$ cat src/rtl/game_flow_ctrl.sv
// Game-level sequencer for Bricks: turns key edges and end-of-round events into
// a gated game tick, serve/clear pulses, a lives counter and the game phase.
module game_flow_ctrl #(
  parameter int LIVES       = 3,
  parameter int SERVE_TICKS = 4
) (
  input  logic       clock,
  input  logic       reset,
  input  logic       step,
  input  logic       start_key,
  input  logic       pause_key,
  input  logic       ball_lost,
  input  logic       bricks_cleared,
  output logic       run_en,
  output logic       serve_load,
  output logic       score_clr,
  output logic [1:0] lives,
  output logic [2:0] serve_count,
  output logic [2:0] state,
  output logic       game_over
);

  typedef enum logic [2:0] {
    ST_IDLE  = 3'd0,
    ST_SERVE = 3'd1,
    ST_PLAY  = 3'd2,
    ST_PAUSE = 3'd3,
    ST_OVER  = 3'd4,
    ST_WIN   = 3'd5
  } state_t;

  localparam logic [1:0] LIVES_INIT = 2'(LIVES);
  localparam logic [2:0] SERVE_INIT = 3'(SERVE_TICKS);

  state_t     state_reg, state_next;
  logic [1:0] lives_reg, lives_next;
  logic [2:0] serve_reg, serve_next;
  logic       start_q_reg, pause_q_reg;
  logic       new_game_reg, new_game_next;
  logic       serve_load_reg, serve_load_next;
  logic       start_edge, pause_edge;

  // Key history resets high so a key held through reset release is not an edge.
  assign start_edge = start_key & ~start_q_reg;
  assign pause_edge = pause_key & ~pause_q_reg;

  always_ff @(posedge clock or negedge reset) begin
    if (!reset) begin
      state_reg      <= ST_IDLE;
      lives_reg      <= 2'd0;
      serve_reg      <= 3'd0;
      start_q_reg    <= 1'b1;
      pause_q_reg    <= 1'b1;
      new_game_reg   <= 1'b0;
      serve_load_reg <= 1'b0;
    end else begin
      state_reg      <= state_next;
      lives_reg      <= lives_next;
      serve_reg      <= serve_next;
      start_q_reg    <= start_key;
      pause_q_reg    <= pause_key;
      new_game_reg   <= new_game_next;
      serve_load_reg <= serve_load_next;
    end
  end

  always_comb begin
    state_next      = state_reg;
    lives_next      = lives_reg;
    serve_next      = serve_reg;
    new_game_next   = 1'b0;
    serve_load_next = 1'b0;
    case (state_reg)
      ST_IDLE, ST_OVER, ST_WIN: begin
        if (start_edge) begin
          state_next      = ST_SERVE;
          lives_next      = LIVES_INIT;
          serve_next      = SERVE_INIT;
          new_game_next   = 1'b1;
          serve_load_next = 1'b1;
        end
      end
      ST_SERVE: begin
        if (step) begin
          // Countdown ends at zero and never wraps.
          if (serve_reg <= 3'd1) begin
            state_next = ST_PLAY;
            serve_next = 3'd0;
          end else begin
            serve_next = serve_reg - 3'd1;
          end
        end
      end
      ST_PLAY: begin
        if (pause_edge) begin
          state_next = ST_PAUSE;
        end else if (step && bricks_cleared) begin
          state_next = ST_WIN;
        end else if (step && ball_lost) begin
          if (lives_reg <= 2'd1) begin
            state_next = ST_OVER;
            lives_next = 2'd0;
          end else begin
            state_next      = ST_SERVE;
            lives_next      = lives_reg - 2'd1;
            serve_next      = SERVE_INIT;
            serve_load_next = 1'b1;
          end
        end
      end
      ST_PAUSE: begin
        if (pause_edge) begin
          state_next = ST_PLAY;
        end
      end
      default: state_next = ST_IDLE;
    endcase
  end

  assign run_en      = step & (state_reg == ST_PLAY) & ~pause_edge & ~ball_lost & ~bricks_cleared;
  assign serve_load  = serve_load_reg;
  assign score_clr   = new_game_reg;
  assign lives       = lives_reg;
  assign serve_count = serve_reg;
  assign state       = state_reg;
  assign game_over   = (state_reg == ST_OVER);

endmodule
$ cat config.mk
export PLATFORM = sky130hd
export DESIGN_NAME = game_flow_ctrl
export DESIGN_NICKNAME = d
export VERILOG_FILES = /design/src/rtl/game_flow_ctrl.sv
export SDC_FILE = /design/constraint.sdc
export NUM_CORES = 1
export LEC_CHECK = 0
export BUFFER_PORTS_ARGS = -buffer_cell sky130_fd_sc_hd__buf_2
export CAP_MARGIN = 10
export CELL_PAD_IN_SITES_DETAIL_PLACEMENT = 1
export CELL_PAD_IN_SITES_GLOBAL_PLACEMENT = 1
export CORE_MARGIN = 2
export CORE_UTILIZATION = 37
export CTS_CLUSTER_SIZE = 10
export DETAILED_ROUTE_END_ITERATION = 8
export PLACE_DENSITY = 0.72
export SLEW_MARGIN = 40
export SYNTH_ARGS = -nofsm -noshare
export SYNTH_HDL_FRONTEND = slang
export SYNTH_SLANG_ARGS = --single-unit
$ cat constraint.sdc
create_clock -name clock -period 2.1 [get_ports clock]
set_input_delay 0.21 -clock clock [delete_from_list [all_inputs] [get_ports clock]]
set_output_delay 0.21 -clock clock [all_outputs]
set_load 0.05 [all_outputs]
* After elaboration in Yosys (flattened, before gate mapping)
Cells that the tools add are included.
Widths: inputs -> output; s select.
** Word-level totals
- Bits of input ports :: 7
- Bits in latches :: 0
- Memories kept :: 0
- Flip-flop bits (word level) :: 12
- Output and inout port bits :: 12
- Memory bits (read-only) :: 0
- Word-level logic and storage cells :: 75
- Bits in writable memories :: 0
** Operators by class
- $add $sub $neg :: 2
- Multipliers :: 0
- Magnitude comparators :: 2
- Muxes and demuxes :: 30
- Reductions and logical operators :: 9
- Equal/unequal tests :: 14
- Bitwise logic cells :: 11
- Shifts and indexed selects :: 0
- Div/mod/pow operators :: 0
** Operators with widths (count)
- $mux 3 :: 15
- $ne 2x2->1 const B :: 8
- $pmux 3 s4 :: 1
- $mux 2 :: 5
- $reduce_and 5->1 :: 2
- $pmux 3 s3 :: 1
- $reduce_and 7->1 :: 1
- $and 1x1->1 :: 6
- $eq 3x2->1 const B :: 2
- $eq 3x3->1 const B :: 2
- $mux 1 :: 6
- $not 1->1 :: 5
- $ne 4x4->1 const B :: 1
- $pmux 2 s2 :: 1
- $eq 3x1->1 const B :: 1
- $le 3x1->1 const B :: 1
- $logic_not 3->1 :: 1
- $reduce_bool 3->1 :: 1
- $reduce_or 3->1 :: 1
- $sub 3x1->3 const B :: 1
- $le 2x1->1 const B :: 1
- $logic_and 1x1->1 :: 2
- $pmux 1 s2 :: 1
- $reduce_bool 2->1 :: 1
- $sub 2x1->2 const B :: 1

* Depth between registers and ports, before layout
- Word-level depth :: 6
- Depth in mapped cells :: 6
- Mapped depth without buffers :: 6

* Least setup slack after synthesis
Ideal clock, no wire load.
- Kind :: register to output
- Start point :: register state_reg[1] (netlist: state[1])
- End point :: output run_en
- Data arrival time :: 2.577 ns
- Cell stages (with the launch flop) :: 4
- Required time :: 1.890 ns
- Slack :: -0.687 ns
- Path buffers :: 1
- Path through :: dfrtp_1 > clkbuf_1 > nand3_1 > nor4_1
** Between the ends
- Longest elaborated chain between the ends :: 5
** RTL lines
- start, declared :: RTL line 35 : state_t state_reg, state_next;
- start signal, assigned :: RTL line 57 : state_reg <= state_next;
- $eq 3x2->1 :: RTL line 120 : assign run_en = step & (state_reg == ST_PLAY) & ~pause_edge & ~ball_lost & ~bricks_cleared;
- $and 1x1->1 (4 in a row) :: RTL line 120
- end, declared :: RTL line 14 : output logic run_en,
Every way passes these cells.

* Worst setup path after layout
- Start point :: register pause_q_reg
- End point :: output run_en
** Between the ends
- Longest elaborated chain between the ends :: 6
** RTL lines
- start, declared :: RTL line 38 : logic start_q_reg, pause_q_reg;
- start signal, assigned :: RTL line 61 : pause_q_reg <= pause_key;
- $not 1->1 :: RTL line 45 : assign pause_edge = pause_key & ~pause_q_reg;
- $and 1x1->1 :: RTL line 45
- $not 1->1 :: RTL line 120
- $and 1x1->1 (3 in a row) :: RTL line 120
Every way passes these cells.

==> summary.md <==
| Metric | Value |
|---|---|
| Actual transition at the worst max-transition pin | 444 ps |
| FF-to-FF End | serve_count[0]$_DFFE_PN0P_ |
| Total of endpoints with negative setup slack in the final report | 0 |
| Number of H-tree levels | 1 |
| Post-synth EDFFs | 0 |
| TritonCTS clock tree | built |
| Fraction of power spent switching nets | 0.504 |
| Nets in the synthesized netlist | 79 |
| DIE HEIGHT | 47.2 µm |
| RSZ-0062 raised after global routing | no |
| Number of antenna violations at the first check in global routing | 0 |
| DRC violations left | 0 |
| Biggest cell delay along the critical path | 540 ps |
| Initial cell density of the core | 0.396 |
| Arrival time at the worst endpoint | 1590 ps |
| Compound-Gate Fraction of Synth Area | 0.208 |
| Cell family with the largest share of critical-path delay | flip-flops |
| Final-report max-slew violation count | 0 |
| Buffers from clock root to sink, at most | 2 |
| Clock network fraction of total power | 0.159 |
| Share of final-layout standard cells stronger than drive strength 1 | 0.341 |
| Routed wirelength normalized by instance count | 15.0 µm |
| Maximum VDD drop | 0.727 mV |
| CP required | 1890 ps |
| Shortest period the worst path allows | 1800 ps |
| Power Total | 1.19 mW |
| Part of the total power dissipated in combinational logic | 0.508 |
| Gr usage total | 0.182 |
| Headroom to the max-slew limit | 0.704 |
| Mux contribution to synthesized area | 0.0435 |
| Core outline area | 0.00175 mm² |
| Mean number of vias per cell | 5.33 |
| Part of the power in registers | 0.332 |
| Setup TNS | 0 ps |
| Layout area overhead | 24.3% |
| Reg clk slew, reported paths | 90 ps |
| Primary FF master, synth | sky130_fd_sc_hd__dfrtp_1 |
| Reported net switching power | 600 µW |
| Register-to-register setup slack | 490 ps |
| Fraction of synthesized cell area in xor and xnor cells | 0 |
| Post_cts resized | 0 |
| Syn. warnings | 0 |
| Post-synth top area share | 0.362 |
| Cell Area, Synth | 691 µm² |
| Number of port buffers | 18 |
| Average size of a mapped cell | 9.87 µm² |
| Status | finished clean |
| Post-synthesis cell count | 70 |
| DR vias | 618 |
| CTS Buf Count | 3 |
| Post-synthesis share of cell area spent on full adders, half adders and majority gates | 0.0362 |
| Top cells by instance count after synthesis | sky130_fd_sc_hd__dfrtp_1 (10), sky130_fd_sc_hd__nor2_1 (7), sky130_fd_sc_hd__inv_1 (5) |
| Pin count of the biggest net entering global routing | 17 |
| Largest family of logic cells by synthesized area | simple AND/OR/NAND/NOR gates |
| Remaining Overflow, GRT | 0 |
| Clock root buffer | sky130_fd_sc_hd__clkbuf_4 |
| FF/Latch Area | 303 µm² |
| Count leader, synth | sky130_fd_sc_hd__dfrtp_1 |
| Type of the worst setup path | reg -> out |
| Clock latency at the later pin of the worst-skew pair | 270 ps |
| Most area-consuming cells after synthesis | sky130_fd_sc_hd__dfrtp_1 (36%), sky130_fd_sc_hd__dfstp_2 (7.6%), sky130_fd_sc_hd__mux2i_1 (4.3%) |
| Cell depth of the worst min-delay path | 1 |
| Final worst setup slack | 299 ps |
| Worst min-delay path endpoint | start_q_reg$_DFF_PN1_ |
| Number of inserted diodes | 0 |
| Number of top-level pins | 19 |
| Die extent in x | 47.2 µm |
| Post-synthesis sequential element count | 12 |
| Proportion of synthesized chip area in sequential cells | 0.438 |
| Postcts setup bufs | 0 |
| Critical-path cell list | nand2b_1, nand3_1, nor4_4, buf_2 |
| Row count | 15 |
| Critical Path Slowest Stage Cell | sky130_fd_sc_hd__dfstp_2 |
| Post-DRT Antenna Nets | 0 |
| Worst R2R Path Depth | 5 |
| Fraction of registers with async set or reset after synthesis | 1.00 |
| Final GP Congestion | 0.756 |
| Achievable frequency | 0.555 GHz |
| Power Internal | 590 µW |
| Areal power density over the cells | 1390 mW/mm² |
| Wire length of the first global-routing pass | 2760 µm |
| Final count of hold timing violations | 0 |
| Post-synthesis share of cell area spent on and, or, nand and nor gates | 0.219 |
| Router iterations before antenna repair | 2 |
| Final layout net count | 101 |
| Worst hold path startpoint | start_key |
| Class of the tightest hold or removal check | in -> reg |
| Total Wirelength | 1740 µm |
| Post-route clock period utilization | 0.858 |
| Area used by multi-input combinational logic | 365 µm² |
| CP max FO | 4 |
| HPWL after detailed placement | 1240 µm |
| Synth area leader | sky130_fd_sc_hd__dfrtp_1 |
| Reg2reg start | serve_count[0]$_DFFE_PN0P_ |
| Critical path capture point type | output port |
| Critical Path Source Type | register |
| DRC marker count from the first detailed-route iteration | 4 |
| Number of inserted filler cells in the final layout | 225 |
| Max-cap viol count | 0 |
| Synth unique cells | 35 |
| Maximum clock skew at final layout | 3.86 ps |
| Bufs and invs on worst path | 1 |
| Worst setup slack before clock tree synthesis | 511 ps |
| Leakage power | 0.392 nW |
| Via count of the first global-routing pass | 584 |
| Number of sinks driven by the clock tree | 12 |
| Die Outline Area | 0.00223 mm² |
area by class of cell:
type                            count  share of cell area
Multi-Input combinational cell     50               0.426
Inverter                            6              0.0262
Clock buffer                        4              0.0423
Timing Repair Buffer               19               0.117
Tap cell                           25              0.0364
Sequential cell                    12               0.353
routing by layer:
layer | vias up | wire [µm] | track usage
li1 | 303 | - | -
met1 | 302 | 814 | 0.245
met2 | 11 | 858 | 0.285
met3 | 2 | 54 | 0.0269
met4 | 0 | 14 | 0.0889
met5 | - | 0 | 0
kinds of logic (layout without fill, tap and decap cells):
group                      after synthesis  in the layout
and+or+nand+nor                         26             26
adders and majority gates                2              2
DFF                                     12             12
muxes                                    3              3
AOI/OAI and AO/OA                       19             19
buffers and inverters                    8             29
worst max path at each step:
stage	startpoint	endpoint	slack (ps)	cells past startpoint
2_1_floorplan	state[1]$_DFFE_PN0P_	run_en	170	3
3_3_place_gp	serve_count[0]$_DFFE_PN0P_	serve_count[0]$_DFFE_PN0P_	560	5
3_5_place_dp	serve_count[0]$_DFFE_PN0P_	serve_count[0]$_DFFE_PN0P_	510	5
4_1_cts	pause_q_reg$_DFF_PN1_	run_en	290	4
5_1_grt	state[1]$_DFFE_PN0P_	run_en	210	3
6_report	pause_q_reg$_DFF_PN1_	run_en	300	4
power groups by stage:
stage	Combinational (mW)	Sequential, mW	Clock, mW
global route	0.654	0.409	0.204
finish	0.605	0.395	0.190
CTS	0.611	0.395	0.196
global placement	0.592	0.397	0
floorplan	0.301	0.576	0
detailed placement	0.601	0.399	0
cells in the final DEF, fill, tap and decap left out, types with 2 or more instances in the layout:
| cell type | count |
|---|---|
| sky130_fd_sc_hd__a21boi_0 | 2 |
| sky130_fd_sc_hd__nand2b_1 | 3 |
| sky130_fd_sc_hd__nor4_1 | 2 |
| sky130_fd_sc_hd__nor2_1 | 7 |
| sky130_fd_sc_hd__clkbuf_4 | 3 |
| sky130_fd_sc_hd__dfstp_2 | 2 |
| sky130_fd_sc_hd__mux2i_1 | 3 |
| sky130_fd_sc_hd__o2bb2ai_1 | 2 |
| sky130_fd_sc_hd__nand3_1 | 2 |
| sky130_fd_sc_hd__o21ai_0 | 3 |
| sky130_fd_sc_hd__or4_1 | 2 |
| sky130_fd_sc_hd__inv_1 | 5 |
| sky130_fd_sc_hd__buf_2 | 18 |
| sky130_fd_sc_hd__nor2b_1 | 2 |
| sky130_fd_sc_hd__ha_1 | 2 |
| sky130_fd_sc_hd__a21oi_1 | 2 |
| sky130_fd_sc_hd__dfrtp_1 | 10 |
per-stage QoR:
step	hold slack, ps	util	instances	instance area [µm²]
finish	37.8	0.492	116	858
global route	32.3	0.492	116	858
CTS	29.3	0.492	116	858
detailed placement	108	0.465	111	812
global placement	106	0.465	111	812
floorplan	-85.6	-	70	706
repair_timing:
item | in CTS | in global routing
endpoints found under the hold margin | 10 | 0
hold buffers | 1 | 0
setup endpoints to repair | 0 | 0
No activity file was read; power rests on OpenSTA's default activity.
